<file path="src/rtl/camera_yuv_stream_gen_if.sv">
// Pixel-pair handshake between an RGB888 producer and the YUV422 camera emulator.
//   in_valid : producer has a pixel pair on r1/g1/b1 (first) and r2/g2/b2 (second)
//   in_ready : consumer takes the pair on this edge when in_valid is also high
// master = producer side, slave = camera_yuv_stream_gen side.
interface camera_yuv_stream_gen_if;
  logic       in_valid;
  logic       in_ready;
  logic [7:0] r1, g1, b1;
  logic [7:0] r2, g2, b2;

  modport master (
    output in_valid, r1, g1, b1, r2, g2, b2,
    input  in_ready
  );

  modport slave (
    input  in_valid, r1, g1, b1, r2, g2, b2,
    output in_ready
  );
endinterface

</file>
<file path="src/rtl/camera_yuv_stream_gen.sv">
// 8-bit YUV422 camera source emulator. Takes RGB888 pixel pairs over a valid/ready handshake,
// converts each pair to a Y1,U,Y2,V byte group (BT.601 integer) and frames the stream with
// vsync/href timing.
// Ports:
//   pclk, reset      byte clock; synchronous active-high reset
//   enable           start frames (sampled in idle and at the last cycle of a frame)
//   pix              pixel-pair handshake (slave side)
//   href, vsync      line / vertical sync timing
//   cam_data         Y1,U,Y2,V byte stream, 0 while href is low
//   frame_start      one-cycle pulse in the first vsync cycle of a frame
//   line_count       current active line, 0 outside the active region
//   underflow        pulses in a ready cycle where no pair was offered
module camera_yuv_stream_gen #(
  parameter int unsigned H_ACTIVE      = 640,
  parameter int unsigned V_ACTIVE      = 480,
  parameter int unsigned H_BLANK       = 144,
  parameter int unsigned V_SYNC_LINES  = 3,
  parameter int unsigned V_BACK_LINES  = 17,
  parameter int unsigned V_FRONT_LINES = 10
) (
  input  logic                    pclk,
  input  logic                    reset,
  input  logic                    enable,
  camera_yuv_stream_gen_if.slave  pix,
  output logic                    href,
  output logic                    vsync,
  output logic [7:0]              cam_data,
  output logic                    frame_start,
  output logic [9:0]              line_count,
  output logic                    underflow
);
  localparam int unsigned LineLen = 2 * H_ACTIVE + H_BLANK;
  localparam int unsigned HW      = $clog2(LineLen);
  localparam logic [HW-1:0] HLast      = HW'(LineLen - 1);
  localparam logic [HW-1:0] HPreLine   = HW'(LineLen - 2);
  localparam logic [HW-1:0] HActEnd    = HW'(2 * H_ACTIVE);
  localparam logic [HW-1:0] HLastReady = HW'(2 * H_ACTIVE - 2);

  typedef enum logic [2:0] {StIdle, StVsync, StVback, StActive, StVfront} state_e;

  // Position counters describe the cycle currently shown on the registered outputs.
  state_e        state_q, state_d;
  logic [HW-1:0] hcnt_q, hcnt_d;
  logic [9:0]    vcnt_q, vcnt_d;
  logic [9:0]    vlast;

  always_comb begin
    vlast = '0;
    case (state_q)
      StVsync:  vlast = 10'(V_SYNC_LINES - 1);
      StVback:  vlast = 10'(V_BACK_LINES - 1);
      StActive: vlast = 10'(V_ACTIVE - 1);
      StVfront: vlast = 10'(V_FRONT_LINES - 1);
      default:  vlast = '0;
    endcase
  end

  always_comb begin
    state_d = state_q;
    hcnt_d  = hcnt_q;
    vcnt_d  = vcnt_q;
    if (state_q == StIdle) begin
      hcnt_d = '0;
      vcnt_d = '0;
      if (enable) state_d = StVsync;
    end else if (hcnt_q != HLast) begin
      hcnt_d = hcnt_q + 1'b1;
    end else begin
      hcnt_d = '0;
      if (vcnt_q != vlast) begin
        vcnt_d = vcnt_q + 1'b1;
      end else begin
        vcnt_d = '0;
        case (state_q)
          StVsync:  state_d = StVback;
          StVback:  state_d = StActive;
          StActive: state_d = StVfront;
          StVfront: state_d = enable ? StVsync : StIdle;
          default:  state_d = StIdle;
        endcase
      end
    end
  end

  always_ff @(posedge pclk) begin
    if (reset) begin
      state_q <= StIdle;
      hcnt_q  <= '0;
      vcnt_q  <= '0;
    end else begin
      state_q <= state_d;
      hcnt_q  <= hcnt_d;
      vcnt_q  <= vcnt_d;
    end
  end

  // Ready two cycles ahead of every Y1 slot: mid-line slots, plus the second-to-last cycle of
  // the line period preceding an active line (back porch or the previous active line's blank).
  assign pix.in_ready =
      ((state_q == StActive) && (hcnt_q < HLastReady) && (hcnt_q[1:0] == 2'd2)) ||
      ((hcnt_q == HPreLine) && (((state_q == StActive) && (vcnt_q != vlast)) ||
                                ((state_q == StVback) && (vcnt_q == vlast))));
  assign underflow = pix.in_ready & ~pix.in_valid;

  // A missing pair is converted as all-zero RGB, which yields black (16,128,16,128).
  logic [7:0] r1s, g1s, b1s, r2s, g2s, b2s;
  logic [8:0] rsum, gsum, bsum;
  assign r1s  = pix.in_valid ? pix.r1 : 8'd0;
  assign g1s  = pix.in_valid ? pix.g1 : 8'd0;
  assign b1s  = pix.in_valid ? pix.b1 : 8'd0;
  assign r2s  = pix.in_valid ? pix.r2 : 8'd0;
  assign g2s  = pix.in_valid ? pix.g2 : 8'd0;
  assign b2s  = pix.in_valid ? pix.b2 : 8'd0;
  assign rsum = {1'b0, r1s} + {1'b0, r2s} + 9'd1;
  assign gsum = {1'b0, g1s} + {1'b0, g2s} + 9'd1;
  assign bsum = {1'b0, b1s} + {1'b0, b2s} + 9'd1;

  function automatic logic signed [17:0] mul(input logic [7:0] x, input int c);
    return 18'($signed({24'd0, x}) * c);
  endfunction

  function automatic logic [7:0] to_byte(input logic signed [17:0] a, b, c,
                                         input logic [7:0] offs);
    logic signed [17:0] s;
    s = ((a + b + c + 18'sd128) >>> 8) + $signed({10'd0, offs});
    if (s < 18'sd0) return 8'd0;
    if (s > 18'sd255) return 8'd255;
    return s[7:0];
  endfunction

  // Stage 1: products, captured on the handshake edge.
  logic signed [17:0] py1_q [3];
  logic signed [17:0] py2_q [3];
  logic signed [17:0] pu_q  [3];
  logic signed [17:0] pv_q  [3];

  always_ff @(posedge pclk) begin
    if (reset) begin
      for (int i = 0; i < 3; i++) begin
        py1_q[i] <= '0;
        py2_q[i] <= '0;
        pu_q[i]  <= '0;
        pv_q[i]  <= '0;
      end
    end else if (pix.in_ready) begin
      py1_q[0] <= mul(r1s, 66);
      py1_q[1] <= mul(g1s, 129);
      py1_q[2] <= mul(b1s, 25);
      py2_q[0] <= mul(r2s, 66);
      py2_q[1] <= mul(g2s, 129);
      py2_q[2] <= mul(b2s, 25);
      pu_q[0]  <= mul(rsum[8:1], -38);
      pu_q[1]  <= mul(gsum[8:1], -74);
      pu_q[2]  <= mul(bsum[8:1], 112);
      pv_q[0]  <= mul(rsum[8:1], 112);
      pv_q[1]  <= mul(gsum[8:1], -94);
      pv_q[2]  <= mul(bsum[8:1], -18);
    end
  end

  // Stage 2: sums/clamps. Y1 goes straight into cam_data; U, Y2, V wait in hold registers.
  logic [7:0] y1_c, u_c, y2_c, v_c;
  logic [7:0] u_hold_q, y2_hold_q, v_hold_q;
  assign y1_c = to_byte(py1_q[0], py1_q[1], py1_q[2], 8'd16);
  assign y2_c = to_byte(py2_q[0], py2_q[1], py2_q[2], 8'd16);
  assign u_c  = to_byte(pu_q[0], pu_q[1], pu_q[2], 8'd128);
  assign v_c  = to_byte(pv_q[0], pv_q[1], pv_q[2], 8'd128);

  logic       href_d, vsync_d, frame_start_d, load_group;
  logic [7:0] cam_data_d;
  logic [9:0] line_count_d;

  always_comb begin
    href_d        = (state_d == StActive) && (hcnt_d < HActEnd);
    vsync_d       = (state_d == StVsync);
    frame_start_d = (state_d == StVsync) && (hcnt_d == '0) && (vcnt_d == '0);
    line_count_d  = (state_d == StActive) ? vcnt_d : 10'd0;
    load_group    = href_d && (hcnt_d[1:0] == 2'd0);
    cam_data_d    = 8'd0;
    if (href_d) begin
      case (hcnt_d[1:0])
        2'd0:    cam_data_d = y1_c;
        2'd1:    cam_data_d = u_hold_q;
        2'd2:    cam_data_d = y2_hold_q;
        default: cam_data_d = v_hold_q;
      endcase
    end
  end

  always_ff @(posedge pclk) begin
    if (reset) begin
      href        <= 1'b0;
      vsync       <= 1'b0;
      frame_start <= 1'b0;
      line_count  <= '0;
      cam_data    <= '0;
      u_hold_q    <= '0;
      y2_hold_q   <= '0;
      v_hold_q    <= '0;
    end else begin
      href        <= href_d;
      vsync       <= vsync_d;
      frame_start <= frame_start_d;
      line_count  <= line_count_d;
      cam_data    <= cam_data_d;
      if (load_group) begin
        u_hold_q  <= u_c;
        y2_hold_q <= y2_c;
        v_hold_q  <= v_c;
      end
    end
  end
endmodule
</file>
<file path="src/flat_wrapper.sv">
// flat-port wrapper written by rule: the top's interface ports become plain ports
module camera_yuv_stream_gen_flat 
#(
  parameter int unsigned H_ACTIVE      = 640,
  parameter int unsigned V_ACTIVE      = 480,
  parameter int unsigned H_BLANK       = 144,
  parameter int unsigned V_SYNC_LINES  = 3,
  parameter int unsigned V_BACK_LINES  = 17,
  parameter int unsigned V_FRONT_LINES = 10
)
  (pclk, reset, enable, href, vsync, cam_data, frame_start, line_count, underflow, pix_in_valid, pix_r1, pix_g1, pix_b1, pix_r2, pix_g2, pix_b2, pix_in_ready);
  camera_yuv_stream_gen_if pix_i ();
  input  logic pclk;
  input  logic reset;
  input  logic enable;
  output logic href;
  output logic vsync;
  output logic [7:0] cam_data;
  output logic frame_start;
  output logic [9:0] line_count;
  output logic underflow;
  input wire logic [$bits(pix_i.in_valid)-1:0] pix_in_valid;
  input wire logic [$bits(pix_i.r1)-1:0] pix_r1;
  input wire logic [$bits(pix_i.g1)-1:0] pix_g1;
  input wire logic [$bits(pix_i.b1)-1:0] pix_b1;
  input wire logic [$bits(pix_i.r2)-1:0] pix_r2;
  input wire logic [$bits(pix_i.g2)-1:0] pix_g2;
  input wire logic [$bits(pix_i.b2)-1:0] pix_b2;
  output wire logic [$bits(pix_i.in_ready)-1:0] pix_in_ready;
  assign pix_i.in_valid = pix_in_valid;
  assign pix_i.r1 = pix_r1;
  assign pix_i.g1 = pix_g1;
  assign pix_i.b1 = pix_b1;
  assign pix_i.r2 = pix_r2;
  assign pix_i.g2 = pix_g2;
  assign pix_i.b2 = pix_b2;
  assign pix_in_ready = pix_i.in_ready;
  camera_yuv_stream_gen #(.H_ACTIVE(H_ACTIVE), .V_ACTIVE(V_ACTIVE), .H_BLANK(H_BLANK), .V_SYNC_LINES(V_SYNC_LINES), .V_BACK_LINES(V_BACK_LINES), .V_FRONT_LINES(V_FRONT_LINES)) u_core (.pclk(pclk), .reset(reset), .enable(enable), .pix(pix_i), .href(href), .vsync(vsync), .cam_data(cam_data), .frame_start(frame_start), .line_count(line_count), .underflow(underflow));
endmodule
</file>
<file path="config.mk">
export PLATFORM = sky130hd
export DESIGN_NAME = camera_yuv_stream_gen_flat
export DESIGN_NICKNAME = d
export VERILOG_FILES = /design/src/rtl/camera_yuv_stream_gen_if.sv /design/src/rtl/camera_yuv_stream_gen.sv /design/src/flat_wrapper.sv
export SDC_FILE = /design/constraint.sdc
export NUM_CORES = 1
export LEC_CHECK = 0
export CAP_MARGIN = 10
export CORE_ASPECT_RATIO = 0.6
export CORE_UTILIZATION = 55
export DETAILED_ROUTE_END_ITERATION = 8
export PLACE_DENSITY_LB_ADDON = 0.08
export SYNTH_ARGS = -nofsm -noshare
export SYNTH_HDL_FRONTEND = slang
export SYNTH_SLANG_ARGS = --single-unit
export TNS_END_PERCENT = 30
</file>
<file path="constraint.sdc">
create_clock -name pclk -period 9.8 [get_ports pclk]
set_input_delay 1.47 -clock pclk [delete_from_list [all_inputs] [get_ports pclk]]
set_output_delay 1.47 -clock pclk [all_outputs]
set_load 0.1 [all_outputs]
</file>
### Word-level counts from Yosys, hierarchy flattened

Memory sizes are Yosys's and may differ from the RTL's.
Cells that the tools add are included.

| cells by class | value |
|---|---|
| $mul | 12 |
| reduce and logical (&&, ||, !) cells | 17 |
| multiplexer cells | 64 |
| bitwise operators | 16 |
| shift-type cells | 0 |
| divide/modulo/power cells | 0 |
| magnitude comparators | 10 |
| $add $sub $neg | 24 |
| equal/unequal tests | 13 |

Operators by type and width:

| operator | count |
|---|---|
| 8-bit two-way mux | 22 |
| 18-bit adder | 8 |
| 17-bit two-way mux | 6 |
| 16-bit two-way mux | 6 |
| 18-bit by 9-bit adder with 18-bit output (second input constant) | 4 |
| 18-bit by 9-bit > comparator with 1-bit output (second input constant) | 4 |
| 18-bit by 1-bit less-than comparator with 1-bit output (second input constant) | 4 |
| 9-bit case mux with 4 select lines | 1 |
| 8-bit by 8-bit multiplier with 16-bit output (second input constant) | 2 |
| 9-bit by 7-bit multiplier with 16-bit output (second input constant) | 2 |
| 10-bit two-way mux | 3 |
| 8-bit by 6-bit multiplier with 14-bit output (second input constant) | 2 |
| 8-bit by 8-bit adder with 9-bit output | 3 |
| 9-bit by 1-bit adder with 9-bit output (second input constant) | 3 |
| 8-bit by 5-bit multiplier with 13-bit output (second input constant) | 2 |
| 8-bit case mux with 3 select lines | 1 |
| 10-bit by 6-bit adder with 11-bit output (second input constant) | 2 |
| 10-bit by 9-bit adder with 11-bit output (second input constant) | 2 |
| 11-bit less-than comparator (second input constant) | 2 |
| 8-bit by 3-bit multiplier with 11-bit output (second input constant) | 2 |
| 11-bit two-way mux | 2 |
| 1-bit two-way mux | 18 |
| 9-bit by 6-bit multiplier with 15-bit output (second input constant) | 1 |
| 9-bit by 5-bit multiplier with 14-bit output (second input constant) | 1 |
| other kinds (23) | 53 |

| word-level totals | value |
|---|---|
| output and inout port bits | 23 |
| register bits | 69 |
| input port bits | 52 |
| memory bits (writable) | 198 |
| bits in latches | 0 |
| memories kept | 4 |
| ROM bits | 0 |

Memories:

| name | words | width | rd ports | clocked after Yosys merged registers in | write ports | line | RTL |
|---|---|---|---|---|---|---|---|
| u_core.pu_q | 3 | 17 | 3 | 0 | 3 | camera_yuv_stream_gen.sv:134 | `logic signed [17:0] pu_q [3];` |
| u_core.pv_q | 3 | 17 | 3 | 0 | 3 | camera_yuv_stream_gen.sv:135 | `logic signed [17:0] pv_q [3];` |
| u_core.py1_q | 3 | 16 | 3 | 0 | 3 | camera_yuv_stream_gen.sv:132 | `logic signed [17:0] py1_q [3];` |
| u_core.py2_q | 3 | 16 | 3 | 0 | 3 | camera_yuv_stream_gen.sv:133 | `logic signed [17:0] py2_q [3];` |

### Logic depth before layout (Yosys ltp)

Gate-level depths: netlist (run 1).

| logic depth | value |
|---|---|
| word-level depth | 11 |
| depth in mapped cells | 30 |
| gate-level depth less buffers | 27 |

### Worst setup path after synthesis (run 1)

Ideal clock, no wire load.

| path | value |
|---|---|
| path type | input to register |
| from | input pix_in_valid |
| to | memory u_core.pu_q[0][32] (netlist bit), data pin |
| required time | 9.534 ns |
| path slack | 2.355 ns |
| stages | 28 |
| data arrival time | 7.179 ns |
| path buffers | 3 |
| cell sequence | clkbuf_1 -> clkbuf_1 -> clkbuf_1 -> nand2_1 -> inv_1 -> ha_1 -> o211a_1 -> o21ai_0 -> nand2b_1 -> a21o_1 -> a21o_1 -> a21o_1 -> a21o_1 -> xor2_1 -> ha_1 -> fa_1 -> fa_1 -> inv_1 -> fa_1 -> inv_1 -> ha_1 -> inv_1 -> o21bai_1 -> a211oi_1 -> o31ai_1 -> o221ai_1 -> xnor2_1 -> nor2_1 |

RTL lines:

| what | line | RTL |
|---|---|---|
| start, declared | flat_wrapper.sv:22 | `input wire logic [$bits(pix_i.in_valid)-1:0] pix_in_valid;` |
| end, declared | camera_yuv_stream_gen.sv:134 |  |

==> results.toml, run 1 <==
[run_status]
run_status = "complete, no violations"

[cts]
root_buffer = "clkbuf_16"
cts_htree_levels = 1
clk_pin_slew_ps = 70
clock_latency_ps = 570
post_cts_buffers = 0
clock_sinks = 234
cts_hold_buf = 0
cts_resized = 0
clockBufferDepth = 3
cts_tree = "done"
cts_buffers = 25

[routing]
antenna_left = 0
wl_per_cell_um = 21.2
via_count = 15800
met3_length_mm = 6.08
viasPerCell = 5.81
detailedRoute.firstIterationViolations = 1473
wl_mm = 57.4
dr_wl_met2_mm = 21.1
drc = 0
top_layer_used = "met4"
drt-met1-wl_mm = 29.1
dr.pass1.iters = 5

[pwr]
peakVddDrop_v = 0.000142
net-switching-power_mw = 1.75
seqPwrFrac = 0.255
pwr_density_cell_nw_per_um2 = 184
p_comb_frac = 0.513
power.share.switching = 0.406
cellLeakagePower_nw = 11.1
clkPwrFrac = 0.232
p_int_mw = 2.56

[placed_design]
gp_congestion = 0.946
dpl_cell_area_um2 = 22500
place_hpwl_mm = 46.4
io_buffers = 74

[global_route]
antenna_found_initial = 0
grt_pass1_wl_mm = 87.6
grt-ovfl-total = 0
grt_usage = 0.292
grt_max_degree = 83
first_global_vias = 14700

[sta]
relSlewSlack = 0.191
fin_setup_tns_ps = 0
rsz0062_at_grt = "no"
setup_violations = 0
period_share = 0.781
fmax_mhz = 131
slew_violations = 0
tightestPinTransition_ps = 1210
finClkSkew_ps = 28.5
hold_viol_final = 0
min_period_ps = 7650

[floorplan]
dieArea_um2 = 39600
initial_core_util = 0.562
coreArea_um2 = 37900
die_h_um = 155
ios = 75
fp.dieW_um = 256
rows = 55

[layout]
drive_gt1_frac = 0.0286
num_antenna_cells = 0
area_delta_synth_final_pct = 9.58
final_nets = 2736
final_util = 0.616
final_cell_mix = "386 x ha_1, 261 x inv_1, 165 x edfxtp_1, 162 x nor2_1, 117 x fa_1"
final_area_um2 = 23400
mostFrequentLayoutCell = "ha_1"

[critical_path]
setup.worst_path.start_class = "input port"
path_max_fanout = 54
arrival_ps = 7900
startpoint = "pix_in_valid"
worstSetupPathType = "input port to flop"
r2r-start = "u_core.pu_q[0][38]$_SDFFCE_PN0P_"
critPathRequiredTime_ps = 10050
worstSetupEndpointType = "flop"

[logic_synthesis]
yosysWarnings = 0
syn_nets = 2680
synth-seq-cells = 234
synth.cell_area_um2 = 21300
async_reset_ff_frac = 0
syn_area_per_cell_um2 = 10.0
synth-main-ff-cell = "edfxtp_1"
synth_cell_types = 76
netlist_instances = 2125
synth-edff-count = 165
yosysSeqAreaShare = 0.297

[run]
maxCapViolations = 0

[min_path]
hp-class = "flop to flop"
hold_start = "u_core.v_hold_q[5]$_SDFFE_PP0P_"
==> critical path, stage by stage <==
cell,delay (ps)
buf_2,690
nand2_1,250
inv_1,170
ha_1,250
o211a_1,130
o21ai_0,150
nand2b_1,120
a21o_1,210
a21o_1,200
a21o_1,180
a21o_1,200
xor2_1,400
ha_1,310
inv_1,120
fa_1,450
fa_1,510
inv_1,40
ha_1,290
inv_1,60
fa_1,430
nor2b_1,150
o21ai_0,120
a21boi_0,240
o21ai_0,120
a21oi_1,200
o21ai_0,120
a21boi_0,190
nor3_1,80
==> path summary, 6_finish.rpt <==
path | slack (ps) | depth (start not counted) | endpoint
hold / removal | 470 | 2 | u_core.v_hold_q[5]$_SDFFE_PP0P_
setup reg to reg | 4920 | 17 | u_core.u_hold_q[7]$_SDFFE_PP0P_
setup / recovery | 2150 | 28 | u_core.pu_q[0][13]$_SDFFCE_PN0P_
hold reg to reg | 470 | 2 | u_core.v_hold_q[5]$_SDFFE_PP0P_
==> through the flow <==
| step | setup slack [ps] | instances | hold WS (ps) | total power, mW |
|---|---|---|---|---|
| global placement | 1880 | 2667 | 452 | 3.26 |
| floorplan | 2350 | 2125 | 420 | 2.73 |
| detailed placement | 1650 | 2667 | 466 | 3.28 |
| finish | 2150 | 2713 | 473 | 4.31 |
| CTS | 2210 | 2713 | 475 | 4.31 |
| global route | 1750 | 2713 | 490 | 4.64 |
==> power by group through the flow <==
stage	clock, mW	sequential [mW]	combinational [mW]
floorplan	0	1.12	1.61
global placement	0	1.12	2.14
detailed placement	0	1.12	2.16
CTS	1.01	1.10	2.19
global route	1.05	1.10	2.49
finish	0.998	1.10	2.21
==> cells by family after synthesis <==
family / after synthesis / share of synthesized area
AOI/OAI and AO/OA: 383 / 0.121
xor gates and xnor gates: 138 / 0.0567
DFF: 234 / 0.297
buffers and inverters: 311 / 0.0559
adders and majority gates: 503 / 0.336
and+or+nand+nor: 550 / 0.130
muxes: 6 / 0.00293
==> synth_stat cells (all sizes together) (5+ instances only) <==
cell | n | area, um2
nor2b | 17 | 106
nor4 | 10 | 83.8
buf | 13 | 72.6
a21o | 64 | 488
clkbuf | 37 | 139
nand2b | 12 | 75.1
a211oi | 14 | 105
o31ai | 19 | 143
o21a | 16 | 120
xnor2 | 81 | 709
a31oi | 5 | 31.3
nand4 | 14 | 87.6
xor2 | 57 | 499
a21boi | 12 | 90.1
o211ai | 8 | 65.1
nand3 | 27 | 135
fa | 117 | 2340
edfxtp | 165 | 4950
a21oi | 85 | 425
and2 | 105 | 657
nand2 | 96 | 360
or2 | 7 | 43.8
o21bai | 18 | 135
and3 | 13 | 81.3
ha | 386 | 4830
dfxtp | 69 | 1380
nor2 | 162 | 608
a22oi | 9 | 67.6
o211a | 5 | 50.1
or3 | 16 | 100
o21ai | 74 | 370
o2111ai | 8 | 70.1
inv | 261 | 980
nor3 | 50 | 250
==> flip-flops by register name, summed over array words and instances (netlist names) <==
register,flops
u_core.py1_q,43
u_core.py2_q,43
u_core.pu_q,42
u_core.pv_q,37
u_core.hcnt_q,11
u_core.line_count,10
u_core.vcnt_q,10
u_core.cam_data,8
u_core.u_hold_q,8
u_core.v_hold_q,8
u_core.y2_hold_q,8
u_core.state_q,3
u_core.frame_start,1
u_core.href,1
u_core.vsync,1
==> layer usage <==
| metal | track usage | vias up |
|---|---|---|
| met5 | 0 | - |
| met4 | 0.0607 | 0 |
| met3 | 0.0910 | 59 |
| met2 | 0.371 | 540 |
| met1 | 0.467 | 7643 |
| li1 | - | 7516 |
==> cell type report <==
| type | count | area, um2 |
|---|---|---|
| clock buffers | 31 | 648 |
| clock inverters | 15 | 179 |
| fillers | 3200 | 14600 |
| well taps | 513 | 642 |
| multi-input cells | 1580 | 13800 |
| inverters | 261 | 980 |
| flip-flops and latches | 234 | 6340 |
| repair buffers | 79 | 773 |
Power figures use the tool's default switching activity.
==> run 2, diff against run 1 <==
==> constraint.sdc (replaced) <==
create_clock -name pclk -period 7.6 [get_ports pclk]
set_input_delay 1.14 -clock pclk [delete_from_list [all_inputs] [get_ports pclk]]
set_output_delay 1.14 -clock pclk [all_outputs]
set_load 0.1 [all_outputs]
==> run 2 against run 1 <==
  * Final cell count up 0.77%
  * Critical path type unchanged
  * Die area unchanged
  * Final area up 0.74%
  * Non-clock buffer count up 23
  * Power up 29%
  * Highest routed layer is now met5
  * Sequential cell count unchanged
==> results.toml, run 2 (synthesized netlist as in run 1, its figures left out) <==
[run_status]
run_status = "complete, no violations"

[critical_path]
endpoint = "u_core.pu_q[0][32]$_SDFFCE_PN0P_"
path_max_fanout = 4
r2r_slack_ps = 2220
r2r_cells = 17
reg2reg_to = "u_core.u_hold_q[7]$_SDFFE_PP0P_"
worstSetupEndpointType = "flop"
startpoint = "pix_g2[1]"
critPathRequiredTime_ps = 7890
arrival_ps = 7370
worstSetupPathType = "input port to flop"
setup.worst_path.start_class = "input port"
r2r-start = "u_core.pu_q[0][3]$_SDFFCE_PN0P_"

[layout]
num-fill-cells = 3228
drive_gt1_frac = 0.0387
mostFrequentLayoutCell = "ha_1"
layout.area.seq_um2 = 6340
area_delta_synth_final_pct = 10.4
final_area_um2 = 23500
final_nets = 2759
multi_input_area_um2 = 13800
num_antenna_cells = 0
final_cell_mix = "386 x ha_1, 261 x inv_1, 165 x edfxtp_1, 162 x nor2_1, 117 x fa_1"
reg.largest.list = "u_core.py1_q: 43 flops, u_core.py2_q: 43 flops, u_core.pu_q: 42 flops"

[cts]
clk_pin_slew_ps = 60
clock_latency_ps = 550
clockBufferDepth = 3
root_buffer = "clkbuf_16"
cts_hold_buf = 0
cts_tree = "done"
clock_sinks = 234
cts_resized = 0
cts_htree_levels = 1
post_cts_buffers = 0
cts_buffers = 25

[placed_design]
gp_congestion = 0.911
io_buffers = 74
place_hpwl_mm = 48.1
place_ws_ps = 98.0
dpl_cell_area_um2 = 22700

[global_route]
grt_max_degree = 166
first_global_vias = 15100
grt_usage = 0.301
grt-ovfl-total = 0
grt_pass1_wl_mm = 89.5
antenna_found_initial = 2

[pwr]
cellLeakagePower_nw = 11.2
peakVddDrop_v = 0.000164
pwr_density_cell_nw_per_um2 = 237

[sta]
relSlewSlack = 0.236
rsz0062_at_grt = "no"
slew_violations = 0
min_period_ps = 7080
tightestPinTransition_ps = 1150
fmax_mhz = 141
hold_viol_final = 0
setup_slack_ps = 518
fin_setup_tns_ps = 0
finClkSkew_ps = 12.0
setup_violations = 0
period_share = 0.932

[routing]
wl_per_cell_um = 21.5
drc = 0
dr.pass1.iters = 5
via_count = 15700
antenna_left = 0
detailedRoute.firstIterationViolations = 1467
viasPerCell = 5.76
wl_mm = 58.7

[floorplan]
rows = 55
die_h_um = 155
initial_core_util = 0.562
ios = 75
fp.dieW_um = 256
coreArea_um2 = 37900
dieArea_um2 = 39600

[min_path]
hp-class = "flop to flop"

[run]
maxCapViolations = 0
## run 2: changes by cell type in the layout (fill, tap and decap cells not counted), sizes merged
cell	previous run	this run
clkbuf	31	35
bufinv	3	2
inv	265	262
buf	6	29
clkinvlp	2	0
## run 2: how the worst min path moves through the flow
stage	from	end	cells past startpoint
3_3_place_gp	u_core.y2_hold_q[6]$_SDFFE_PP0P_	u_core.y2_hold_q[6]$_SDFFE_PP0P_	2
3_5_place_dp	u_core.y2_hold_q[6]$_SDFFE_PP0P_	u_core.y2_hold_q[6]$_SDFFE_PP0P_	2
2_1_floorplan	u_core.u_hold_q[0]$_SDFFE_PP0P_	u_core.u_hold_q[0]$_SDFFE_PP0P_	2
4_1_cts	u_core.y2_hold_q[6]$_SDFFE_PP0P_	u_core.y2_hold_q[6]$_SDFFE_PP0P_	2
6_report	u_core.y2_hold_q[6]$_SDFFE_PP0P_	u_core.y2_hold_q[6]$_SDFFE_PP0P_	2
5_1_grt	u_core.y2_hold_q[2]$_SDFFE_PP0P_	u_core.y2_hold_q[2]$_SDFFE_PP0P_	2
## run 2: where the power goes
group          leakage (nW)  total, mW  internal [mW]  switching [mW]
logic                  8.58       2.89           1.20            1.69
clock network         0.401       1.26          0.718           0.542
registers              2.26       1.42           1.39          0.0245
total                  11.2       5.57           3.31            2.26
## run 2: metal layers
layer | up-vias | wire length, um | GRT usage
li1 | 7568 | - | -
met1 | 7581 | 29800 | 0.480
met2 | 529 | 21600 | 0.390
met3 | 55 | 6510 | 0.101
met4 | 2 | 813 | 0.0422
met5 | - | 13 | 0
## run 2: cell type report
cell class | count | area share
Clock inverter | 9 | 0.00463
Timing Repair Buffer | 102 | 0.0407
Sequential cell | 234 | 0.269
Clock buffer | 35 | 0.0300
Inverter | 261 | 0.0416
Tap cell | 513 | 0.0273
Multi-Input combinational cell | 1580 | 0.587
## run 2: metrics by stage
step            util  cells  hold slack (ps)  total power, mW
2_1_floorplan      -   2125              420             3.52
3_3_place_gp   0.599   2690              442             4.23
6_report       0.621   2734              467             5.57
4_1_cts        0.621   2734              465             5.55
3_5_place_dp   0.599   2690              450             4.25
5_1_grt        0.621   2734              483             6.02
## run 2: critical path, stage by stage
cell and delay (ps):
clkdlybuf4s50_1 460, nand2_1 150, inv_1 90, ha_1 290, o211a_1 110, o21ai_0 160, nand2b_1 110, a21o_1 190
a21o_1 200, a21o_1 180, a21o_1 210, xor2_1 450, ha_1 380, fa_1 480, fa_1 540, inv_1 50
fa_1 550, inv_1 50, ha_1 280, inv_1 60, o21bai_1 210, a211oi_1 140, o31ai_1 430, o221ai_1 230
xnor2_1 190, nor2_1 50
